**config.mk**
```make
export PLATFORM = sky130hd
export DESIGN_NAME = conv_padding_loop_ctrl
export DESIGN_NICKNAME = d
export VERILOG_FILES = /design/src/rtl/conv_padding_loop_ctrl.sv
export SDC_FILE = /design/constraint.sdc
export NUM_CORES = 1
export LEC_CHECK = 0
export CELL_PAD_IN_SITES_DETAIL_PLACEMENT = 0
export CELL_PAD_IN_SITES_GLOBAL_PLACEMENT = 1
export CORE_AREA = 2 2 343 209
export CTS_BUF_LIST = sky130_fd_sc_hd__clkbuf_8
export CTS_CLUSTER_DIAMETER = 200
export DETAILED_ROUTE_END_ITERATION = 10
export DIE_AREA = 0 0 345 211
export GPL_TIMING_DRIVEN = 0
export HOLD_SLACK_MARGIN = 0.05
export PLACE_DENSITY = 0.62
export SETUP_SLACK_MARGIN = 0.15
export SYNTH_ARGS = -nofsm -noshare
export SYNTH_HDL_FRONTEND = slang
export SYNTH_SLANG_ARGS = --single-unit
```
**constraint.sdc**
```tcl
create_clock -name clk_i -period 13.1 [get_ports clk_i]
set_input_delay 2.62 -clock clk_i [delete_from_list [all_inputs] [get_ports clk_i]]
set_output_delay 2.62 -clock clk_i [all_outputs]
set_load 0.05 [all_outputs]
```
**src/rtl/conv_padding_loop_ctrl.sv**
```systemverilog
// conv_padding_loop_ctrl
// ----------------------------------------------------------------------------
// Hardware loop sequencer for the channel-padding dataflow of the compute
// cluster. It walks the loop nest z(chunk) > fy > fx > oy > ox, using runtime
// dimensions and stride that are latched at start. While the cluster works on
// one step, the chunk for the next step is prefetched into the idle half of
// the double-buffered IFM and filter chunk RAMs. One total_chunk_start pulse
// is issued per step.
//
// Ports
//   clk_i, rst_i              clock, asynchronous active-low reset
//   start_i                   run start pulse (accepted only when idle)
//   cfg_*_i                   channel count, IFM/filter/output dims, stride
//   busy_o, done_o            run in progress / 1-cycle completion pulse
//   ifm_chunk_wr_*_o          IFM chunk write beat, beat index, buffer halves
//   ifm_sram_rd_count_o       IFM SRAM chunk index being copied
//   fil_chunk_wr_*_o          filter chunk write beat, beat index, halves
//   fil_chunk_cu_wr_sel_o     one-hot compute unit receiving the filter chunk
//   fil_sram_rd_count_o       filter SRAM index (fil_idx*CU_NUM + cu)
//   run_valid_o               high from the first step until done
//   total_chunk_start_o       starts one step in the cluster
//   total_chunk_end_i         step finished in the cluster
//   rd_fil_sparsemap_last_o   beats-1 of the current step's chunk
//   acc_buf_sel_o             accumulation buffer (oy*out_x + ox)
// ----------------------------------------------------------------------------
module conv_padding_loop_ctrl #(
    parameter int unsigned BUS_SIZE    = 32,
    parameter int unsigned CHUNK_SIZE  = 128,
    parameter int unsigned CU_NUM      = 4,
    parameter int unsigned DIM_W       = 8,
    parameter int unsigned OUT_BUF_NUM = 64,
    parameter int unsigned IFM_AW      = 16,
    parameter int unsigned FIL_AW      = 12
) (
    input  logic                                    clk_i,
    input  logic                                    rst_i,
    input  logic                                    start_i,
    input  logic [DIM_W-1:0]                        cfg_ch_i,
    input  logic [DIM_W-1:0]                        cfg_ifm_x_i,
    input  logic [DIM_W-1:0]                        cfg_ifm_y_i,
    input  logic [DIM_W-1:0]                        cfg_fil_x_i,
    input  logic [DIM_W-1:0]                        cfg_fil_y_i,
    input  logic [DIM_W-1:0]                        cfg_out_x_i,
    input  logic [DIM_W-1:0]                        cfg_out_y_i,
    input  logic [1:0]                              cfg_stride_i,
    output logic                                    busy_o,
    output logic                                    done_o,
    output logic                                    ifm_chunk_wr_valid_o,
    output logic [$clog2(CHUNK_SIZE/BUS_SIZE)-1:0]  ifm_chunk_wr_count_o,
    output logic                                    ifm_chunk_wr_sel_o,
    output logic                                    ifm_chunk_rd_sel_o,
    output logic [IFM_AW-1:0]                       ifm_sram_rd_count_o,
    output logic                                    fil_chunk_wr_valid_o,
    output logic [$clog2(CHUNK_SIZE/BUS_SIZE)-1:0]  fil_chunk_wr_count_o,
    output logic                                    fil_chunk_wr_sel_o,
    output logic                                    fil_chunk_rd_sel_o,
    output logic [CU_NUM-1:0]                       fil_chunk_cu_wr_sel_o,
    output logic [FIL_AW-1:0]                       fil_sram_rd_count_o,
    output logic                                    run_valid_o,
    output logic                                    total_chunk_start_o,
    input  logic                                    total_chunk_end_i,
    output logic [$clog2(CHUNK_SIZE/BUS_SIZE)-1:0]  rd_fil_sparsemap_last_o,
    output logic [$clog2(OUT_BUF_NUM)-1:0]          acc_buf_sel_o
);

    localparam int unsigned BEAT_W = $clog2(CHUNK_SIZE/BUS_SIZE);
    localparam int unsigned CU_W   = (CU_NUM > 1) ? $clog2(CU_NUM) : 1;
    localparam int unsigned ACC_W  = $clog2(OUT_BUF_NUM);

    typedef enum logic [2:0] {
        S_IDLE,
        S_PRELOAD,
        S_STALL,
        S_ISSUE,
        S_WAIT,
        S_DONE
    } state_t;

    state_t state_q, state_d;

    // latched configuration
    logic [DIM_W-1:0] ch_q, ifm_x_q, ifm_y_q, fil_x_q, fil_y_q, out_x_q, out_y_q;
    logic [1:0]       stride_q;

    // current step
    logic [DIM_W-1:0] cur_z, cur_fy, cur_fx, cur_oy, cur_ox;
    // step following the current one
    logic [DIM_W-1:0] n_z, n_fy, n_fx, n_oy, n_ox;
    // step whose chunks are being kicked this cycle
    logic [DIM_W-1:0] k_z, k_fy, k_fx, k_oy, k_ox;

    logic [DIM_W-1:0] z_max, fy_max, fx_max, oy_max, ox_max;
    logic [1:0]       stride_eff;
    logic             is_last;
    logic             fil_change;
    logic             kick_ifm, kick_fil;

    logic [IFM_AW-1:0] k_iy, k_ix, k_ifm_idx;
    logic [FIL_AW-1:0] k_fil_idx, k_fil_base;
    logic [BEAT_W-1:0] k_beat_last, cur_beat_last;

    logic              run_valid_q;
    logic [ACC_W-1:0]  acc_q;
    logic [BEAT_W-1:0] spm_last_q;

    // IFM copy engine
    logic              ifm_busy_q;
    logic [BEAT_W-1:0] ifm_cnt_q, ifm_last_q;
    logic [IFM_AW-1:0] ifm_addr_q;
    logic              ifm_wr_sel_q;

    // filter copy engine
    logic              fil_busy_q;
    logic [BEAT_W-1:0] fil_cnt_q, fil_last_q;
    logic [CU_W-1:0]   fil_cu_q;
    logic [FIL_AW-1:0] fil_base_q;
    logic              fil_wr_sel_q;
    logic [CU_NUM-1:0] cu_one;

    function automatic logic [DIM_W-1:0] dim_max(input logic [DIM_W-1:0] d);
        return (d == '0) ? '0 : d - DIM_W'(1);
    endfunction

    // Beats-1 of chunk z: full chunks except the last, whose size is the
    // channel remainder (a zero remainder means a full chunk).
    function automatic logic [BEAT_W-1:0] beat_last(input logic [DIM_W-1:0] z,
                                                    input logic [DIM_W-1:0] ch,
                                                    input logic [DIM_W-1:0] zmax);
        int unsigned rem;
        int unsigned size;
        rem  = 32'(ch) % CHUNK_SIZE;
        size = ((z < zmax) || (rem == 0)) ? CHUNK_SIZE : rem;
        return BEAT_W'((size + BUS_SIZE - 1) / BUS_SIZE - 1);
    endfunction

    // ------------------------------------------------------------------
    // Loop bounds and step arithmetic
    // ------------------------------------------------------------------
    always_comb begin
        z_max      = (ch_q == '0) ? '0 : DIM_W'((32'(ch_q) - 32'd1) / CHUNK_SIZE);
        fy_max     = dim_max(fil_y_q);
        fx_max     = dim_max(fil_x_q);
        oy_max     = dim_max(out_y_q);
        ox_max     = dim_max(out_x_q);
        stride_eff = (stride_q == 2'd0) ? 2'd1 : stride_q;
    end

    always_comb begin
        n_z  = cur_z;
        n_fy = cur_fy;
        n_fx = cur_fx;
        n_oy = cur_oy;
        n_ox = cur_ox;
        if (cur_ox != ox_max) begin
            n_ox = cur_ox + DIM_W'(1);
        end else begin
            n_ox = '0;
            if (cur_oy != oy_max) begin
                n_oy = cur_oy + DIM_W'(1);
            end else begin
                n_oy = '0;
                if (cur_fx != fx_max) begin
                    n_fx = cur_fx + DIM_W'(1);
                end else begin
                    n_fx = '0;
                    if (cur_fy != fy_max) begin
                        n_fy = cur_fy + DIM_W'(1);
                    end else begin
                        n_fy = '0;
                        n_z  = cur_z + DIM_W'(1);
                    end
                end
            end
        end
        is_last    = (cur_z == z_max) && (cur_fy == fy_max) && (cur_fx == fx_max) &&
                     (cur_oy == oy_max) && (cur_ox == ox_max);
        fil_change = (n_z != cur_z) || (n_fy != cur_fy) || (n_fx != cur_fx);
    end

    // PRELOAD kicks the current (first) step, ISSUE kicks the next one.
    always_comb begin
        if (state_q == S_ISSUE) begin
            k_z  = n_z;
            k_fy = n_fy;
            k_fx = n_fx;
            k_oy = n_oy;
            k_ox = n_ox;
        end else begin
            k_z  = cur_z;
            k_fy = cur_fy;
            k_fx = cur_fx;
            k_oy = cur_oy;
            k_ox = cur_ox;
        end
        k_iy       = IFM_AW'(k_fy) + IFM_AW'(k_oy) * IFM_AW'(stride_eff);
        k_ix       = IFM_AW'(k_fx) + IFM_AW'(k_ox) * IFM_AW'(stride_eff);
        k_ifm_idx  = (IFM_AW'(k_z) * IFM_AW'(ifm_y_q) + k_iy) * IFM_AW'(ifm_x_q) + k_ix;
        k_fil_idx  = (FIL_AW'(k_z) * FIL_AW'(fil_y_q) + FIL_AW'(k_fy)) * FIL_AW'(fil_x_q)
                     + FIL_AW'(k_fx);
        k_fil_base = k_fil_idx * FIL_AW'(CU_NUM);
        k_beat_last   = beat_last(k_z, ch_q, z_max);
        cur_beat_last = beat_last(cur_z, ch_q, z_max);
    end

    // ------------------------------------------------------------------
    // Sequencer FSM
    // ------------------------------------------------------------------
    // PRELOAD only kicks; the wait for the first prefetch reuses STALL,
    // since the engines do not report busy until the cycle after a kick.
    always_comb begin
        state_d  = state_q;
        kick_ifm = 1'b0;
        kick_fil = 1'b0;
        case (state_q)
            S_IDLE: begin
                if (start_i) state_d = S_PRELOAD;
            end
            S_PRELOAD: begin
                kick_ifm = 1'b1;
                kick_fil = 1'b1;
                state_d  = S_STALL;
            end
            S_STALL: begin
                if (!ifm_busy_q && !fil_busy_q) state_d = S_ISSUE;
            end
            S_ISSUE: begin
                if (!is_last) begin
                    kick_ifm = 1'b1;
                    kick_fil = fil_change;
                end
                state_d = S_WAIT;
            end
            S_WAIT: begin
                if (total_chunk_end_i) state_d = is_last ? S_DONE : S_STALL;
            end
            S_DONE: begin
                state_d = S_IDLE;
            end
            default: begin
                state_d = S_IDLE;
            end
        endcase
    end

    always_ff @(posedge clk_i or negedge rst_i) begin
        if (!rst_i) begin
            state_q     <= S_IDLE;
            ch_q        <= '0;
            ifm_x_q     <= '0;
            ifm_y_q     <= '0;
            fil_x_q     <= '0;
            fil_y_q     <= '0;
            out_x_q     <= '0;
            out_y_q     <= '0;
            stride_q    <= '0;
            cur_z       <= '0;
            cur_fy      <= '0;
            cur_fx      <= '0;
            cur_oy      <= '0;
            cur_ox      <= '0;
            run_valid_q <= 1'b0;
            acc_q       <= '0;
            spm_last_q  <= '0;
        end else begin
            state_q <= state_d;
            if ((state_q == S_IDLE) && start_i) begin
                ch_q     <= cfg_ch_i;
                ifm_x_q  <= cfg_ifm_x_i;
                ifm_y_q  <= cfg_ifm_y_i;
                fil_x_q  <= cfg_fil_x_i;
                fil_y_q  <= cfg_fil_y_i;
                out_x_q  <= cfg_out_x_i;
                out_y_q  <= cfg_out_y_i;
                stride_q <= cfg_stride_i;
                cur_z    <= '0;
                cur_fy   <= '0;
                cur_fx   <= '0;
                cur_oy   <= '0;
                cur_ox   <= '0;
            end
            if ((state_q == S_WAIT) && total_chunk_end_i) begin
                if (is_last) begin
                    run_valid_q <= 1'b0;
                end else begin
                    cur_z  <= n_z;
                    cur_fy <= n_fy;
                    cur_fx <= n_fx;
                    cur_oy <= n_oy;
                    cur_ox <= n_ox;
                end
            end
            // step attributes are loaded on entry so they are valid
            // together with the start pulse
            if ((state_q == S_STALL) && (state_d == S_ISSUE)) begin
                run_valid_q <= 1'b1;
                acc_q       <= ACC_W'(32'(cur_oy) * 32'(out_x_q) + 32'(cur_ox));
                spm_last_q  <= cur_beat_last;
            end
        end
    end

    // ------------------------------------------------------------------
    // IFM copy engine: one chunk, `beats` write cycles
    // ------------------------------------------------------------------
    always_ff @(posedge clk_i or negedge rst_i) begin
        if (!rst_i) begin
            ifm_busy_q   <= 1'b0;
            ifm_cnt_q    <= '0;
            ifm_last_q   <= '0;
            ifm_addr_q   <= '0;
            ifm_wr_sel_q <= 1'b1;
        end else if (kick_ifm) begin
            ifm_busy_q   <= 1'b1;
            ifm_cnt_q    <= '0;
            ifm_last_q   <= k_beat_last;
            ifm_addr_q   <= k_ifm_idx;
            ifm_wr_sel_q <= ~ifm_wr_sel_q;
        end else if (ifm_busy_q) begin
            if (ifm_cnt_q == ifm_last_q) ifm_busy_q <= 1'b0;
            else                         ifm_cnt_q  <= ifm_cnt_q + BEAT_W'(1);
        end
    end

    // ------------------------------------------------------------------
    // Filter copy engine: the same chunk written once per compute unit
    // ------------------------------------------------------------------
    always_ff @(posedge clk_i or negedge rst_i) begin
        if (!rst_i) begin
            fil_busy_q   <= 1'b0;
            fil_cnt_q    <= '0;
            fil_last_q   <= '0;
            fil_cu_q     <= '0;
            fil_base_q   <= '0;
            fil_wr_sel_q <= 1'b1;
        end else if (kick_fil) begin
            fil_busy_q   <= 1'b1;
            fil_cnt_q    <= '0;
            fil_last_q   <= k_beat_last;
            fil_cu_q     <= '0;
            fil_base_q   <= k_fil_base;
            fil_wr_sel_q <= ~fil_wr_sel_q;
        end else if (fil_busy_q) begin
            if (fil_cnt_q == fil_last_q) begin
                fil_cnt_q <= '0;
                if (fil_cu_q == CU_W'(CU_NUM - 1)) fil_busy_q <= 1'b0;
                else                               fil_cu_q   <= fil_cu_q + CU_W'(1);
            end else begin
                fil_cnt_q <= fil_cnt_q + BEAT_W'(1);
            end
        end
    end

    // ------------------------------------------------------------------
    // Outputs
    // ------------------------------------------------------------------
    assign cu_one = CU_NUM'(1);

    assign busy_o                  = (state_q != S_IDLE) && (state_q != S_DONE);
    assign done_o                  = (state_q == S_DONE);
    assign total_chunk_start_o     = (state_q == S_ISSUE);
    assign run_valid_o             = run_valid_q;
    assign acc_buf_sel_o           = acc_q;
    assign rd_fil_sparsemap_last_o = spm_last_q;

    assign ifm_chunk_wr_valid_o = ifm_busy_q;
    assign ifm_chunk_wr_count_o = ifm_cnt_q;
    assign ifm_chunk_wr_sel_o   = ifm_wr_sel_q;
    assign ifm_chunk_rd_sel_o   = ~ifm_wr_sel_q;
    assign ifm_sram_rd_count_o  = ifm_addr_q;

    assign fil_chunk_wr_valid_o  = fil_busy_q;
    assign fil_chunk_wr_count_o  = fil_cnt_q;
    assign fil_chunk_wr_sel_o    = fil_wr_sel_q;
    assign fil_chunk_rd_sel_o    = ~fil_wr_sel_q;
    assign fil_chunk_cu_wr_sel_o = fil_busy_q ? (cu_one << fil_cu_q) : '0;
    assign fil_sram_rd_count_o   = fil_base_q + FIL_AW'(fil_cu_q);

endmodule

```
==> results <==
cell usage in the layout (no fill, tap or decap), types with 8 or more instances in the layout:
cell type | netlist | routed
nand2_1 | 408 | 405
inv_1 | 313 | 303
fa_1 | 209 | 208
ha_1 | 178 | 169
dfrtp_1 | 148 | 144
and2_1 | 138 | 136
o21ai_0 | 134 | 127
clkdlybuf4s50_1 | 0 | 114
nor2_1 | 89 | 86
clkbuf_1 | 95 | 79
xnor2_1 | 75 | 65
a21oi_1 | 68 | 65
buf_4 | 0 | 42
nor2b_1 | 38 | 38
nand3_1 | 33 | 33
o31ai_1 | 38 | 32
and3_1 | 28 | 28
xor2_1 | 29 | 27
nor3_1 | 30 | 26
nand2b_1 | 23 | 23
a21o_1 | 18 | 18
clkbuf_8 | 0 | 17
or3_1 | 17 | 15
nand4_1 | 14 | 14
conb_1 | 1 | 14
a31oi_1 | 13 | 13
mux2i_1 | 13 | 12
buf_1 | 10 | 9
inv_2 | 0 | 8
xnor2_2 | 0 | 8
routing by layer:
layer,GRT usage,vias to the layer above
met2,0.252,488
met1,0.297,8309
met4,0.0363,0
met3,0.0341,41
met5,0,-
li1,-,7825
worst max-delay path: cells and delay by family (launching register included):
family          cells  cell delay [ns]
buf+inv             8             0.84
xor+xnor            9             1.99
fa+ha+maj          12             5.08
simple gates        7             1.45
flops               1             0.38
compound gates     11             2.73
area by class of cell:
class,count,share of cell area
diodes,1,0.000108
plain buffers,107,0.0225
clock buffers,17,0.0101
clock inverters,15,0.00719
inverters,314,0.0511
multi-input cells,1747,0.631
flip-flops and latches,150,0.162
well taps,924,0.0499
repair buffers,160,0.0659
cell families (layout without fill, tap and decap cells):
family                   count (synthesis)  after routing  share of synthesized area
adder cells (fa/ha/maj)                387            387                      0.330
XOR/XNOR                               110            110                     0.0540
flip-flops                             150            150                      0.194
AND/OR/NAND/NOR                        871            871                      0.219
buffers and inverters                  424            613                     0.0827
AO/OA/AOI/OAI                          351            351                      0.112
multiplexers                            14             14                    0.00729
other                                    1             15                   0.000193
where the power goes:
group	internal (W)	switching, W	total (W)
combinational	0.000460	0.000918	0.00138
sequential	0.000583	0.000168	0.000751
clock	0.000173	0.000238	0.000411
final timing paths:
path / from / endpoint / slack, ns / cells past startpoint
min in group asynchronous: rst_i / acc_buf_sel_o[2] / 1.99 / 1
worst min register to register: acc_buf_sel_o[0] / acc_buf_sel_o[0] / 0.48 / 2
max in group asynchronous: rst_i / fil_y_q[0] / 10.13 / 2
worst max-delay path: out_y_q[0] / ifm_sram_rd_count_o[15] / 0.52 / 47
worst min-delay path: acc_buf_sel_o[0] / acc_buf_sel_o[0] / 0.48 / 2
worst max register to register: out_y_q[0] / ifm_sram_rd_count_o[15] / 0.52 / 47
sequential cells by signal, indices dropped and copies added, names as in the netlist, 3 cells and up:
name                 flops
fil_y_q                  8
out_y_q                  8
cur_z                    8
ifm_y_q                  8
cur_fy                   8
out_x_q                  8
ch_q                     8
state_q                  3
ifm_x_q                  8
fil_base_q              10
acc_buf_sel_o            6
cur_oy                   8
cur_ox                   8
ifm_sram_rd_count_o     16
cur_fx                   8
fil_x_q                  8
per-stage QoR:
step	setup TNS, ns	total power [W]	instances	hold WS [ns]
2_1_floorplan	0	0.00151	2321	0.437
3_3_place_gp	-9.45	0.00200	3360	0.456
3_5_place_dp	-7.89	0.00203	3365	0.463
4_1_cts	0	0.00250	3410	0.489
5_1_grt	0	0.00272	3434	0.517
6_report	0	0.00254	3435	0.480
repair_timing:
action / CTS / global route
setup endpoints to repair: 9 / 6
buffers inserted: 15 / 25
pin swaps: 22 / 46
gates resized for setup: 73 / 93
==> out/summary.txt <==
outcome: finished, final reports clean
Rows: 75
Setup violations, final: 0
Mapped Area: 19400 sq um
Final ANT Viol Nets: 0
Synthesis Warnings: 0
Layout area overhead: 19.3%
Most Frequent Cell on Critical Path: fa_1
Residual DRC: 0
largest net degree at the start of global routing: 100
fmax: 0.0795 GHz
core area: 69400 sq um
Die Area: 72800 sq um
deepest clock path buffer count: 2
Hold Crit Class: reg2reg
MaxCap Viol Count: 0
share of post-route cells with drive strength above 1: 0.0785
syn_area_per_cell: 8.41 sq um
synth top area cells: fa_1 22%, dfrtp_1 19%, ha_1 11%, nand2_1 7.9%, inv_1 6.1%
Die Wd: 345 um
Slowest Stage Delay on Critical Path: 0.57 ns
Crit path required time: 13.57 ns
worst endpoint data arrival time: 13.05 ns
CTS tree: done
Synth Instances: 2308
CP startpoint kind: register
FF+latch count, synth: 150
fin worst setup slack: 0.525 ns
CTS root buf: clkbuf_8
global-route wire length before repair: 103000 um
fin area: 23100 sq um
Worst Setup End Kind: register
vias in the first global route: 16800
top layer in use: met4
skew final: 0.0356 ns
area of the multi-input gates: 14600 sq um
Post-synth EDFFs: 0
antenna violations before repair: 4
Final Hold Fails: 0
WL met2: 25500 um
RSZ-0062 raised after global routing: no
Final nets: 2946
Post-synth top cells: 408 x nand2_1, 313 x inv_1, 209 x fa_1
GRT Resource Usage Total: 0.185
Initial DRC Count: 1245
vias per cell: 4.85
I/O Buffers: 115
worst-skew pair later-pin latency: 0.56 ns
clock buffer count from CTS: 17
clk slew on worst S/H paths: 0.10 ns
critical path fanouts, max: 7
Power Density: 110 nW/um^2
drt total wl: 65500 um
I/O pin total: 116
FF+latch area: 3760 sq um
fin crit period: 12.58 ns
Synth async-reset ratio: 1.00
Die H: 211 um
routed wl met3: 4150 um
Hold Buf Count CTS: 0
P_leak: 10.8 nW
Layout Utilization: 0.333
fill count: 7314
Slew Limit Fails: 0
dominant cell type by area after synthesis: fa_1
DR WL/cell: 19.1 um
CTS sink cnt: 150
Area after DPL: 21800 sq um
Worst-Margin Slew: 1.35 ns
Yosys top cell area share: 0.216
post-synthesis sequential area ratio: 0.194
predominant post-synthesis flop cell: dfrtp_1
CTS H-tree lvls: 4
kind of critical path: reg2reg
Setup WS pre-CTS: -2.37 ns
CP max-delay cell: fa_1
count leader, synth: nand2_1
drt pass-1 iters: 6
slew margin rel.: 0.0888
Cell variety after synth: 81
Starting Density: 0.279
maximum vdd drop: 66.5 uV
final worst path period share: 0.960
DR vias: 16663
Met1 Wirelength: 35000 um
Placer Congestion: 0.881
GRT overflow: 0
Post-DP HPWL: 52800 um
(Power assumes the default switching activity.)
